==> src/rtl/register_alu_sequencer.sv <==
// Four-cycle execute/write-back sequencer driving a 2R/1W register file.
// Rd doubles as first source and write target on the shared A port.
module register_alu_sequencer #(
  parameter int AddressWidth  = 6,
  parameter int RegisterWidth = 16
) (
  input  logic                     Clock,
  input  logic                     nReset,
  input  logic                     InValid,
  output logic                     InReady,
  input  logic [2:0]               Opcode,
  input  logic [AddressWidth-1:0]  DestAddr,
  input  logic [AddressWidth-1:0]  SrcAddr,
  input  logic [RegisterWidth-1:0] Immediate,
  output logic [AddressWidth-1:0]  RfAddressA,
  output logic [AddressWidth-1:0]  RfAddressB,
  output logic                     RfWriteEnable,
  output logic [RegisterWidth-1:0] RfWriteData,
  input  logic [RegisterWidth-1:0] RfReadDataA,
  input  logic [RegisterWidth-1:0] RfReadDataB,
  output logic                     Done,
  output logic                     Carry,
  output logic                     Zero
);

  typedef enum logic [1:0] {
    IDLE  = 2'd0,
    READ  = 2'd1,
    EXEC  = 2'd2,
    WRITE = 2'd3
  } state_e;

  localparam logic [2:0] OP_MOV  = 3'b000;
  localparam logic [2:0] OP_ADD  = 3'b001;
  localparam logic [2:0] OP_SUB  = 3'b010;
  localparam logic [2:0] OP_AND  = 3'b011;
  localparam logic [2:0] OP_OR   = 3'b100;
  localparam logic [2:0] OP_XOR  = 3'b101;
  localparam logic [2:0] OP_LDI  = 3'b110;
  localparam logic [2:0] OP_ADDI = 3'b111;

  localparam int W = RegisterWidth;

  state_e                  state_q, state_d;
  logic [2:0]              op_q, op_d;
  logic [AddressWidth-1:0] rd_q, rd_d;
  logic [AddressWidth-1:0] rs_q, rs_d;
  logic [W-1:0]            imm_q, imm_d;
  logic [W-1:0]            opa_q, opa_d;
  logic [W-1:0]            opb_q, opb_d;
  logic [W-1:0]            res_q, res_d;
  logic                    cyn_q, cyn_d;
  logic                    zn_q, zn_d;
  logic                    carry_q, carry_d;
  logic                    zero_q, zero_d;

  logic [W:0]   alu_sum;
  logic [W:0]   alu_diff;
  logic [W-1:0] alu_res;
  logic         alu_cy;

  always_ff @(posedge Clock or negedge nReset) begin
    if (!nReset) begin
      state_q <= IDLE;
      op_q    <= '0;
      rd_q    <= '0;
      rs_q    <= '0;
      imm_q   <= '0;
      opa_q   <= '0;
      opb_q   <= '0;
      res_q   <= '0;
      cyn_q   <= 1'b0;
      zn_q    <= 1'b0;
      carry_q <= 1'b0;
      zero_q  <= 1'b0;
    end else begin
      state_q <= state_d;
      op_q    <= op_d;
      rd_q    <= rd_d;
      rs_q    <= rs_d;
      imm_q   <= imm_d;
      opa_q   <= opa_d;
      opb_q   <= opb_d;
      res_q   <= res_d;
      cyn_q   <= cyn_d;
      zn_q    <= zn_d;
      carry_q <= carry_d;
      zero_q  <= zero_d;
    end
  end

  // ADDI shares the adder with ADD; only the second operand differs.
  always_comb begin
    alu_sum  = {1'b0, opa_q}
             + {1'b0, (op_q == OP_ADDI) ? imm_q : opb_q};
    alu_diff = {1'b0, opa_q} - {1'b0, opb_q};
    alu_res  = '0;
    alu_cy   = 1'b0;
    unique case (op_q)
      OP_MOV:  alu_res = opb_q;
      OP_ADD,
      OP_ADDI: begin
        alu_res = alu_sum[W-1:0];
        alu_cy  = alu_sum[W];
      end
      OP_SUB: begin
        alu_res = alu_diff[W-1:0];
        alu_cy  = alu_diff[W];
      end
      OP_AND:  alu_res = opa_q & opb_q;
      OP_OR:   alu_res = opa_q | opb_q;
      OP_XOR:  alu_res = opa_q ^ opb_q;
      OP_LDI:  alu_res = imm_q;
      default: alu_res = '0;
    endcase
  end

  always_comb begin
    state_d = state_q;
    op_d    = op_q;
    rd_d    = rd_q;
    rs_d    = rs_q;
    imm_d   = imm_q;
    opa_d   = opa_q;
    opb_d   = opb_q;
    res_d   = res_q;
    cyn_d   = cyn_q;
    zn_d    = zn_q;
    carry_d = carry_q;
    zero_d  = zero_q;
    unique case (state_q)
      IDLE: begin
        if (InValid) begin
          op_d    = Opcode;
          rd_d    = DestAddr;
          rs_d    = SrcAddr;
          imm_d   = Immediate;
          state_d = READ;
        end
      end
      READ: begin
        opa_d   = RfReadDataA;
        opb_d   = RfReadDataB;
        state_d = EXEC;
      end
      EXEC: begin
        res_d   = alu_res;
        cyn_d   = alu_cy;
        zn_d    = (alu_res == '0);
        state_d = WRITE;
      end
      WRITE: begin
        carry_d = cyn_q;
        zero_d  = zn_q;
        state_d = IDLE;
      end
      default: state_d = IDLE;
    endcase
  end

  // Outputs decode from registers only; async reset clears WE at once.
  always_comb begin
    InReady       = 1'b0;
    RfAddressA    = '0;
    RfAddressB    = '0;
    RfWriteEnable = 1'b0;
    RfWriteData   = '0;
    Done          = 1'b0;
    unique case (state_q)
      IDLE: InReady = 1'b1;
      READ: begin
        RfAddressA = rd_q;
        RfAddressB = rs_q;
      end
      EXEC: ;
      WRITE: begin
        RfAddressA    = rd_q;
        RfWriteEnable = 1'b1;
        RfWriteData   = res_q;
        Done          = 1'b1;
      end
      default: ;
    endcase
  end

  assign Carry = carry_q;
  assign Zero  = zero_q;

endmodule

==> config.mk <==
export PLATFORM = sky130hd
export DESIGN_NAME = register_alu_sequencer
export DESIGN_NICKNAME = d
export VERILOG_FILES = /design/src/rtl/register_alu_sequencer.sv
export SDC_FILE = /design/constraint.sdc
export NUM_CORES = 1
export LEC_CHECK = 0
export ABC_AREA = 1
export CAP_MARGIN = 20
export CORE_MARGIN = 5
export CORE_UTILIZATION = 54
export DETAILED_ROUTE_END_ITERATION = 8
export PLACE_DENSITY = 0.86
export SLEW_MARGIN = 20
export SYNTH_ARGS = -nofsm -noshare
export SYNTH_HDL_FRONTEND = slang
export SYNTH_SLANG_ARGS = --single-unit
==> constraint.sdc <==
create_clock -name Clock -period 7.8 [get_ports Clock]
set_input_delay 1.56 -clock Clock [delete_from_list [all_inputs] [get_ports Clock]]
set_output_delay 1.56 -clock Clock [all_outputs]
set_load 0.02 [all_outputs]
==> summary.md <==
| Metric | Value |
|---|---|
| Worst path most repeated cell | `nor2_1` |
| Initial DRT Pass Iterations | `5` |
| Routability cong. | `1.04` |
| Clk_lat worst skew | `about 0.36 ns` |
| Mapped Area | `6770 um2` |
| Layout cell share with drive strength beyond 1 | `0.0350` |
| Crit path max-delay family | `buffers and inverters` |
| Final Slew Violations | `0` |
| Netlist cell types | `30` |
| Final WL | `18.9 mm` |
| Post-synthesis sequential area ratio | `0.314` |
| Core area | `around 12000 um2` |
| DR DRC count | `0` |
| Routing usage on met3 | `0.0534` |
| Die Y | `about 120 um` |
| CP Max Fanout | `71` |
| Final setup vio count | `0` |
| Sink Count | `85` |
| Mean Syn Cell Area | `approximately 6.8 um2` |
| Cell Chain, Critical Path | `inv_1 -> ha_2 -> buf_4 -> nor2_1 -> nor2_1 -> clkdlybuf4s50_1` |
| Data required, critical path | `6.24 ns` |
| Most common cell after layout, fill and taps aside | `nand2_1` |
| Die Wd | `roughly 120 um` |
| Fillcell total | `about 1100` |
| Startpoint Class | `flop` |
| Buf/Inv on CP | `3` |
| Reg2Reg Depth | `15` |
| Hold buffers post-CTS | `0` |
| FFs w/ async S/R, synth | `1.00` |
| Finished Cell Area | `roughly 8200 um2` |
| Worst-margin pin slew | `around 0.80 ns` |
| Total track usage | `0.266` |
| Worst Setup End Kind | `output port` |
| CP max-delay cell | `clkdlybuf4s50_1` |
| GR Layer Usage met2 | `0.427` |
| Number of global-route vias before repair | `roughly 6500` |
| Max-Cap Viols | `0` |
| I/O pins | `99` |
| CTS clk-pin slew, worst paths | `0.06 ns` |
| Min Clock Period, post-route | `roughly 4.1 ns` |
| CTS Buf Count | `9` |
| Final Cycle Share | `0.530` |
| Row count | `~40` |
| RSZ-0062 raised after global routing | `false` |
| Hold depth | `2` |
| Crit Path Category | `flop to output port` |
| Post-synthesis cell count | `around 1000` |
| Area Overhead vs Synth | `20.5%` |
| Vias/cell | `roughly 5.3` |
| Global route hottest layer | `met2` |
| CTS max path bufs | `2` |
| Via Count | `just under 7000` |
| Slew HR | `0.468` |
| WP data arrival | `2.58 ns` |
| Yosys reg bits | `between 80 and 90` |
| TritonCTS clock tree | `yes` |
| Area of the die | `14900 um2` |
| Post-route ant nets | `0` |
| Synth Flop Type | `dfrtp_1` |
| First-pass GRT wire length | `31.1 mm` |
| Initial Utilization | `0.543` |
| Hold Crit Class | `flop to flop` |
| Initial DRC count | `about 510` |
| Post-CTS Setup Inserts | `0` |
| Met1 GRT Util | `0.341` |
| Post-synth EDFFs | `0` |
| NumNets Final | `1218` |
| Most frequent cells in the layout | `259 x nand2_1, 171 x inv_1, 105 x nor2_1` |
| Root Driver | `clkbuf_16` |
| Clk_skew | `roughly 0.009 ns` |
| Fmax | `0.242 GHz` |
| Wire per inst | `~15 um` |
| Synth Warn # | `0` |
| HPWL Detailed | `~14 mm` |
| Largest stage delay on the critical path | `around 0.62 ns` |
| Hold Fails Final Rpt | `0` |
| Antenna violations before repair | `0` |
| Setup TNS | `0 ns` |
| Dpl cell area | `just under 8000 um2` |
| Port-buffer cells | `between 90 and 100` |
| Largest net degree at the start of global routing | `86` |
| Status | `finished, final reports clean` |
| Ant. Diodes | `0` |
| Net Count, Synth | `between 1000 and 1500` |
| Crit path depth | `6` |
| Post-CTS Resized | `0` |
| Htree depth | `3` |
| Hold slack | `0.489 ns` |
| GR Overflow Total | `0` |
## logic make-up after synthesis
logic type	count (synthesis)	synth area share
simple gates	477	0.294
buf+inv	206	0.118
compound gates	148	0.117
flops	85	0.314
fa+ha+maj	72	0.135
mux	12	0.0200
xor+xnor	1	0.00129
## Yosys cell counts (all sizes together), types with 11 or more instances
cell | instances | area [um2]
a21oi | 51 | 255
buf | 11 | 66.3
clkbuf | 20 | 75.1
dfrtp | 85 | 2130
ha | 70 | 876
inv | 174 | 653
mux2 | 12 | 135
nand2 | 261 | 982
nand3 | 75 | 385
nand4 | 17 | 106
nor2 | 105 | 394
o21ai | 68 | 340
o22ai | 19 | 119
## final timing paths
check | slack [ns] | to | start
min in group asynchronous | 1.26 | imm_q[7]$_DFFE_PN0P_ | nReset
max in group asynchronous | 6.03 | opa_q[15]$_DFFE_PN0P_ | nReset
min | 0.49 | res_q[13]$_DFFE_PN0P_ | res_q[13]$_DFFE_PN0P_
max reg2reg | 4.10 | zn_q$_DFFE_PN0P_ | op_q[2]$_DFFE_PN0P_
min reg2reg | 0.49 | res_q[13]$_DFFE_PN0P_ | res_q[13]$_DFFE_PN0P_
max | 3.66 | RfAddressA[5] | state_q[1]$_DFFE_PN0P_
## layer usage
layer  vias up  wire (um)
met3        52       1350
met1      3082       8090
li1       3330          -
met2       257       8680
met5         -          0
met4         0        773
## state kept, by name, summed over array words and instances, names as in the netlist
name	flops
Carry	1
rs_q	6
opa_q	16
res_q	16
cyn_q	1
opb_q	16
Zero	1
op_q	3
imm_q	16
rd_q	6
state_q	2
zn_q	1
## layout make-up
class | instances | area (um2) | share of cell area
Clock buffer | 12 | 256 | 0.0314
Tap cell | 172 | 215 | 0.0264
Inverter | 175 | 657 | 0.0805
Sequential cell | 85 | 2130 | 0.261
Multi-Input combinational cell | 710 | 3860 | 0.473
Timing Repair Buffer | 99 | 990 | 0.121
Clock inverter | 4 | 55.1 | 0.00675
## worst min-delay path: stages (launching register included)
cell and delay [ns]:
dfrtp_1 0.34, nand2_1 0.05, o21ai_0 0.06
## metrics by stage
| step | setup WS (ns) | utilization | std cells |
|---|---|---|---|
| floorplan | 4.77 | - | 1001 |
| global placement | 4.13 | 0.629 | 1241 |
| detailed placement | 4.03 | 0.629 | 1241 |
| CTS | 3.63 | 0.654 | 1257 |
| global route | 3.43 | 0.654 | 1257 |
| finish | 3.66 | 0.654 | 1257 |
Power is not shown: default switching activity piles up to over one toggle a cycle in this logic, so the estimate is an artifact.
